### src/rtl/mips_run_monitor.sv
// mips_run_monitor: run sequencing, cycle timeout and result compare for the MIPS CPU.
// Optional LFSR clock-enable stall injection in RUN: define MONITOR_STALL_INJECT_EN.
module mips_run_monitor #(
  parameter int WIDTH          = 32,
  parameter int NUM_CHECKS     = 1,
  parameter int RESET_CYCLES   = 2,
  parameter int TIMEOUT_CYCLES = 10000,
  parameter int CNT_WIDTH      = 32
) (
  input  logic                        clk,
  input  logic                        reset,
  input  logic                        start,
  output logic                        cpu_reset,
  output logic                        clk_enable,
  input  logic                        active,
  input  logic [NUM_CHECKS*WIDTH-1:0] observed,
  input  logic [NUM_CHECKS*WIDTH-1:0] expected,
  input  logic [NUM_CHECKS-1:0]       check_mask,
  output logic                        busy,
  output logic                        done,
  output logic                        pass,
  output logic                        timeout,
  output logic                        arm_error,
  output logic [NUM_CHECKS-1:0]       mismatch,
  output logic [CNT_WIDTH-1:0]        cycle_count
);

  typedef enum logic [2:0] {
    S_IDLE,
    S_HOLD,
    S_ARM,
    S_RUN,
    S_CHECK,
    S_DONE
  } state_t;

  localparam int HW =
    (RESET_CYCLES > 1) ? $clog2(RESET_CYCLES) : 1;
  localparam logic [HW-1:0] HOLD_LAST =
    HW'(RESET_CYCLES - 1);
  localparam logic [CNT_WIDTH-1:0] TERM =
    CNT_WIDTH'(TIMEOUT_CYCLES - 1);
  localparam logic [CNT_WIDTH-1:0] CNT_MAX = '1;

  state_t                state;
  logic [HW-1:0]         hold_cnt;
  logic [NUM_CHECKS-1:0] mismatch_c;
  logic                  launch;
  logic                  arm_en;
  logic                  run_en_nxt;

  assign launch = start &&
    (state == S_IDLE || state == S_DONE);

`ifdef MONITOR_STALL_INJECT_EN
  localparam logic [15:0] SEED = 16'hACE1;

  logic [15:0] lfsr;
  logic [15:0] lfsr_nxt;

  assign lfsr_nxt = {lfsr[14:0],
    lfsr[15] ^ lfsr[13] ^ lfsr[12] ^ lfsr[10]};

  // Enable for the first RUN cycle comes from the
  // current word, later ones from the advanced word.
  assign arm_en     = |lfsr[1:0];
  assign run_en_nxt = |lfsr_nxt[1:0];

  // Stall pattern generator, restarted on every launch.
  always_ff @(posedge clk or negedge reset) begin
    if (!reset) begin
      lfsr <= SEED;
    end else if (launch) begin
      lfsr <= SEED;
    end else if (state == S_RUN) begin
      lfsr <= lfsr_nxt;
    end
  end
`else
  assign arm_en     = 1'b1;
  assign run_en_nxt = 1'b1;
`endif

  // Per-channel masked compare of CPU values.
  always_comb begin
    mismatch_c = '0;
    for (int i = 0; i < NUM_CHECKS; i++) begin
      mismatch_c[i] = check_mask[i] &
        (observed[i*WIDTH +: WIDTH] !=
         expected[i*WIDTH +: WIDTH]);
    end
  end

  // Run sequencer with registered outputs.
  always_ff @(posedge clk or negedge reset) begin
    if (!reset) begin
      state       <= S_IDLE;
      hold_cnt    <= '0;
      cpu_reset   <= 1'b1;
      clk_enable  <= 1'b0;
      busy        <= 1'b0;
      done        <= 1'b0;
      pass        <= 1'b0;
      timeout     <= 1'b0;
      arm_error   <= 1'b0;
      mismatch    <= '0;
      cycle_count <= '0;
    end else begin
      unique case (state)
        S_IDLE, S_DONE: begin
          if (launch) begin
            state       <= S_HOLD;
            hold_cnt    <= '0;
            cpu_reset   <= 1'b1;
            clk_enable  <= 1'b1;
            busy        <= 1'b1;
            done        <= 1'b0;
            pass        <= 1'b0;
            timeout     <= 1'b0;
            arm_error   <= 1'b0;
            mismatch    <= '0;
            cycle_count <= '0;
          end
        end
        S_HOLD: begin
          if (hold_cnt == HOLD_LAST) begin
            state     <= S_ARM;
            cpu_reset <= 1'b0;
          end else begin
            hold_cnt <= hold_cnt + 1'b1;
          end
        end
        S_ARM: begin
          if (active) begin
            state      <= S_RUN;
            clk_enable <= arm_en;
          end else begin
            state      <= S_DONE;
            clk_enable <= 1'b0;
            busy       <= 1'b0;
            done       <= 1'b1;
            arm_error  <= 1'b1;
            pass       <= 1'b0;
          end
        end
        S_RUN: begin
          if (!active) begin
            state      <= S_CHECK;
            clk_enable <= 1'b0;
          end else if (clk_enable) begin
            if (cycle_count != CNT_MAX) begin
              cycle_count <= cycle_count + 1'b1;
            end
            if (cycle_count == TERM) begin
              state      <= S_DONE;
              clk_enable <= 1'b0;
              busy       <= 1'b0;
              done       <= 1'b1;
              timeout    <= 1'b1;
              pass       <= 1'b0;
            end else begin
              clk_enable <= run_en_nxt;
            end
          end else begin
            clk_enable <= run_en_nxt;
          end
        end
        S_CHECK: begin
          state    <= S_DONE;
          mismatch <= mismatch_c;
          pass     <= ~|mismatch_c;
          busy     <= 1'b0;
          done     <= 1'b1;
        end
        default: begin
          state <= S_IDLE;
        end
      endcase
    end
  end

endmodule
### config.mk
export PLATFORM = sky130hd
export DESIGN_NAME = mips_run_monitor
export DESIGN_NICKNAME = d
export VERILOG_FILES = /design/src/rtl/mips_run_monitor.sv
export SDC_FILE = /design/constraint.sdc
export NUM_CORES = 1
export LEC_CHECK = 0
export BUFFER_PORTS_ARGS = -buffer_cell sky130_fd_sc_hd__buf_2
export CAP_MARGIN = 20
export CORE_MARGIN = 1.5
export CORE_UTILIZATION = 50
export CTS_CLUSTER_SIZE = 30
export DETAILED_ROUTE_END_ITERATION = 12
export PLACE_DENSITY_LB_ADDON = 0.3
export SLEW_MARGIN = 40
export SYNTH_ARGS = -nofsm -noshare
export SYNTH_HDL_FRONTEND = slang
export SYNTH_SLANG_ARGS = --single-unit
### constraint.sdc
create_clock -name clk -period 3.1 [get_ports clk]
set_input_delay 0.465 -clock clk [delete_from_list [all_inputs] [get_ports clk]]
set_output_delay 0.465 -clock clk [all_outputs]
set_load 0.05 [all_outputs]
Word-level counts from Yosys, hierarchy flattened
Cells that the tools add are included.
- register bits: 44
- output and inout port bits: 40
- word-level logic and storage cells: 88
- bits of input ports: 69
- add/sub/neg operators: 2
- mux-type cells: 37
- equality and inequality tests: 17
- reductions and logical operators: 20
- bitwise logic cells: 1
- operators by type and width (operator ; number):
    32-bit two-way mux ; 4
    32-bit case mux with 2 select lines ; 1
    32-bit by 1-bit adder with 32-bit output, second input constant ; 1
    32-bit by 14-bit == test with 1-bit output, second input constant ; 1
    32-bit inequality test ; 1
    32-bit inequality test, second input constant ; 1
    3-bit two-way mux ; 6
    1-bit two-way mux ; 16
    3-bit case mux with 5 select lines ; 1
    2-bit inequality test, second input constant ; 7
    1-bit case mux with 4 select lines ; 3
    1-bit case mux with 2 select lines ; 5
    5-bit AND reduction ; 2
    2-bit nonzero test ; 4
    3-bit by 2-bit == test with 1-bit output, second input constant ; 2
    3-bit == test, second input constant ; 2
    3-bit inequality test, second input constant ; 2
    2-bit AND reduction ; 3
    3-bit AND reduction ; 2
    6-bit AND reduction ; 1
    4-bit AND reduction ; 1
    4-bit nonzero test ; 1
    3-bit by 1-bit == test with 1-bit output, second input constant ; 1
    3-bit zero test ; 1
    8 further kinds ; 8

Depth between registers and ports, before layout
- depth after elaboration: 5
- mapped depth: 9
- gate-level depth less buffers: 6

Least setup slack after synthesis
No wires, ideal clock.
- path kind: register to register
- from: reg cycle_count[0]
- to: reg cycle_count[28]
- setup slack: 286 ps
- setup time: 78 ps
- path buffers: 1
- clock period less this slack: 2814 ps
- cell stages (with the launch flop): 8
- arrival: 2736 ps
- data required time: 3022 ps
- cells stage by stage: dfrtp_1 ha_1 nand2_1 or4_4 or4_1 clkbuf_2 or4_1 a21oi_1
- cells in the longest elaborated chain, start to end: 5
- elaborated cells on any way between the ends: 8
- those cells by class: add/sub: 1; eq/ne: 2; mux: 4; reduce/logical: 1
- RTL lines (element ; RTL line ; RTL):
    from (decl) ; 25 ; output logic [CNT_WIDTH-1:0] cycle_count
    from (signal assigned) ; 152 ; cycle_count <= cycle_count + 1'b1;
    32-bit by 1-bit adder with 32-bit output ; 152 ;
    32-bit two-way mux ; 151 ; if (cycle_count != CNT_MAX) begin
    32-bit two-way mux ; 150 ; end else if (clk_enable) begin
    32-bit two-way mux ; 147 ; if (!active) begin
    32-bit case mux with 2 select lines ; 109 ; unique case (state)
Several ways; a longest one is shown, not always the timed one. The select of a mux whose other input is x is not followed.
A chain may end at the register's enable or synchronous reset.

Worst setup path after layout
Ends and elaborated chain as after synthesis.

==> flow_summary.ini <==
[status]
status = complete, no violations

[placed_design]
placed_cells = 513
place_hpwl_um = 5912
globalplace.congestion = 0.8806
port_buffers = 108

[worst_setup_path]
r2r_slack_ns = 0.45
crit_required_ns = 3.34
crit_type = register to register
cp-start-kind = register
cp_max_fo = 8
arrival_ns = 2.89
worstSetupEndpointType = register

[global_routing]
grt_pass1_vias = 2966
antenna_found_initial = 0
grt.overflow.total = 0
grt_max_degree = 45
grt_pass1_wl_um = 13050
gr-usage-all-layers_pct = 25.88

[timing]
hold_viol = 0
timing.fmax_ghz = 0.3774
period_share_pct = 85.48
timing.hold.ws_ns = 0.1287
slew_viol_final = 0
skew_ns = 0.008641
worstMarginPinSlew_ns = 0.6147
rsz0062_at_grt = false
period_needed_ns = 2.650
fin_setup_tns_ns = 0
setup_viol = 0
slew_headroom_pct = 58.71

[drt]
drcViolationCount = 0
drtAntennaViolNets = 0
first_pass_iters = 4
vias = 3144
drtIter0Drc = 166
routed_wirelength_um = 7854
avgRoutedWirePerCell_um = 15.07
vias_per_cell = 6.035

[clock_tree]
htreeDepth = 2
ctsResizeCount = 0
clk_pin_slew_worst_paths_ns = 0.09
numClockSinks = 44
clockBufferDepth = 2
postCtsHoldBufs = 0
clkLatencyLatePin_ns = 0.31
postCtsSetupRepairBufs = 0
root_buffer = clkbuf_8
cts_buffers = 5
cts_tree = built

[floorplan]
ios = 109
die-height_um = 79.65
start_util_pct = 52.70
core_um2 = 5574
dieArea_um2 = 6344
rows = 27
die_x_um = 79.65

[synthesis]
synth_enable_flop_cells = 0
syn_area_um2 = 2938
yosysSeqAreaShare_pct = 37.52
yosys_warnings = 0
syn_inst = 344
synth-main-ff-cell = dfrtp_1
synth_cell_types = 50
synth_nets = 414
ys_ff_latch = 44
synth-async-reset-ratio_pct = 100.0
postSynthAreaPerCell_um2 = 8.540

[hold_path]
min_path_type = input pin to asynchronous set/reset pin

[power]
irDropWorstVdd_mv = 0.6575
power.density_nw_per_um2 = 567.5
p_leak_nw = 1.623

[finish]
syn2layout_area_growth_pct = 25.13
fin_nets = 518
final_common_cell = buf_2
final_cell_mix = 107 x buf_2, 43 x dfrtp_1, 32 x xnor2_1, 31 x nand2_1, 29 x o21ai_0
final_cell_count_no_fill = 521
antennaDiodeCount = 0
drive_above_1_share_pct = 28.95

[flow_run]
drv_cap = 0
-- power by group --
| part | total (mW) | internal [mW] | switching [mW] | leakage (nW) |
|---|---|---|---|---|
| clock network | 0.464 | 0.243 | 0.221 | 0.0548 |
| logic | 0.849 | 0.279 | 0.570 | 0.976 |
| registers | 0.773 | 0.656 | 0.117 | 0.592 |
-- worst paths after layout --
check,start,endpoint,cells after the start
worst max-delay path,cycle_count[0],cycle_count[28],6
worst min-delay path,reset,cycle_count[25],1
worst max register to register,cycle_count[0],cycle_count[28],6
worst min register to register,cpu_reset,cpu_reset,2
max in group asynchronous,reset,cpu_reset,1
min in group clk,check_mask,mismatch,2
-- kinds of logic after synthesis --
kind of cell	after synthesis	synth area share, %
AO/OA/AOI/OAI	91	18.65
XOR/XNOR	34	10.14
adder cells (fa/ha/maj)	1	0.4258
buffers and inverters	24	3.194
flip-flops	44	37.52
AND/OR/NAND/NOR	150	30.07
-- final cells by class --
type / count / area (um^2)
repair buffers: 115 / 595.6
well taps: 72 / 90.09
flip-flops and latches: 44 / 1102
clock buffers: 5 / 68.82
clock inverters: 3 / 46.29
fillers: 476 / 1898
multi-input cells: 276 / 1750
inverters: 6 / 22.52
-- Yosys cell counts (5+ instances only) --
| library cell | number | share of area [%] |
|---|---|---|
| a21oi_1 | 28 | 4.8 |
| clkbuf_1 | 14 | 1.8 |
| dfrtp_1 | 43 | 37 |
| inv_1 | 6 | 0.77 |
| nand2_1 | 31 | 4.0 |
| nand3_1 | 11 | 1.9 |
| nand4_1 | 28 | 6.0 |
| nor2_1 | 8 | 1.0 |
| nor3_1 | 5 | 0.85 |
| nor4_1 | 10 | 2.1 |
| o21ai_0 | 29 | 4.9 |
| o31ai_1 | 14 | 3.6 |
| or3_1 | 11 | 2.3 |
| or4_1 | 16 | 4.1 |
| xnor2_1 | 32 | 9.5 |
-- worst max-delay path: stages (launching register included) --
cell	delay (ns)
dfrtp_1	0.43
ha_1	0.25
nand2_1	0.12
or4_4	0.46
or4_1	0.66
or4_1	0.52
a21oi_1	0.15
-- sequential cells by signal, summed over array words and instances, names as in the netlist --
register,count
cycle_count,32
clk_enable,1
cpu_reset,1
timeout,1
mismatch,1
hold_cnt,1
done,1
busy,1
state,3
arm_error,1
pass,1
-- metrics by stage --
stage / cell area [um^2] / power (mW) / util [%] / worst slack (ns)
CTS: 3676 / 2.093 / 65.95 / 0.4698
detailed placement: 3561 / 1.629 / 63.88 / 0.4817
floorplan: 2938 / 1.378 / - / 0.2863
global placement: 3558 / 1.615 / 63.84 / 0.5364
global route: 3676 / 2.192 / 65.95 / 0.3005
finish: 3676 / 2.086 / 65.95 / 0.4501
-- routing by layer --
layer,vias up,wire [um],GRT usage [%]
li1,1530,-,-
met1,1495,3210,29.77
met2,109,4043,47.54
met3,10,491,4.914
met4,0,109,8.772
met5,-,0,0
No activity file was read; power rests on OpenSTA's default activity.
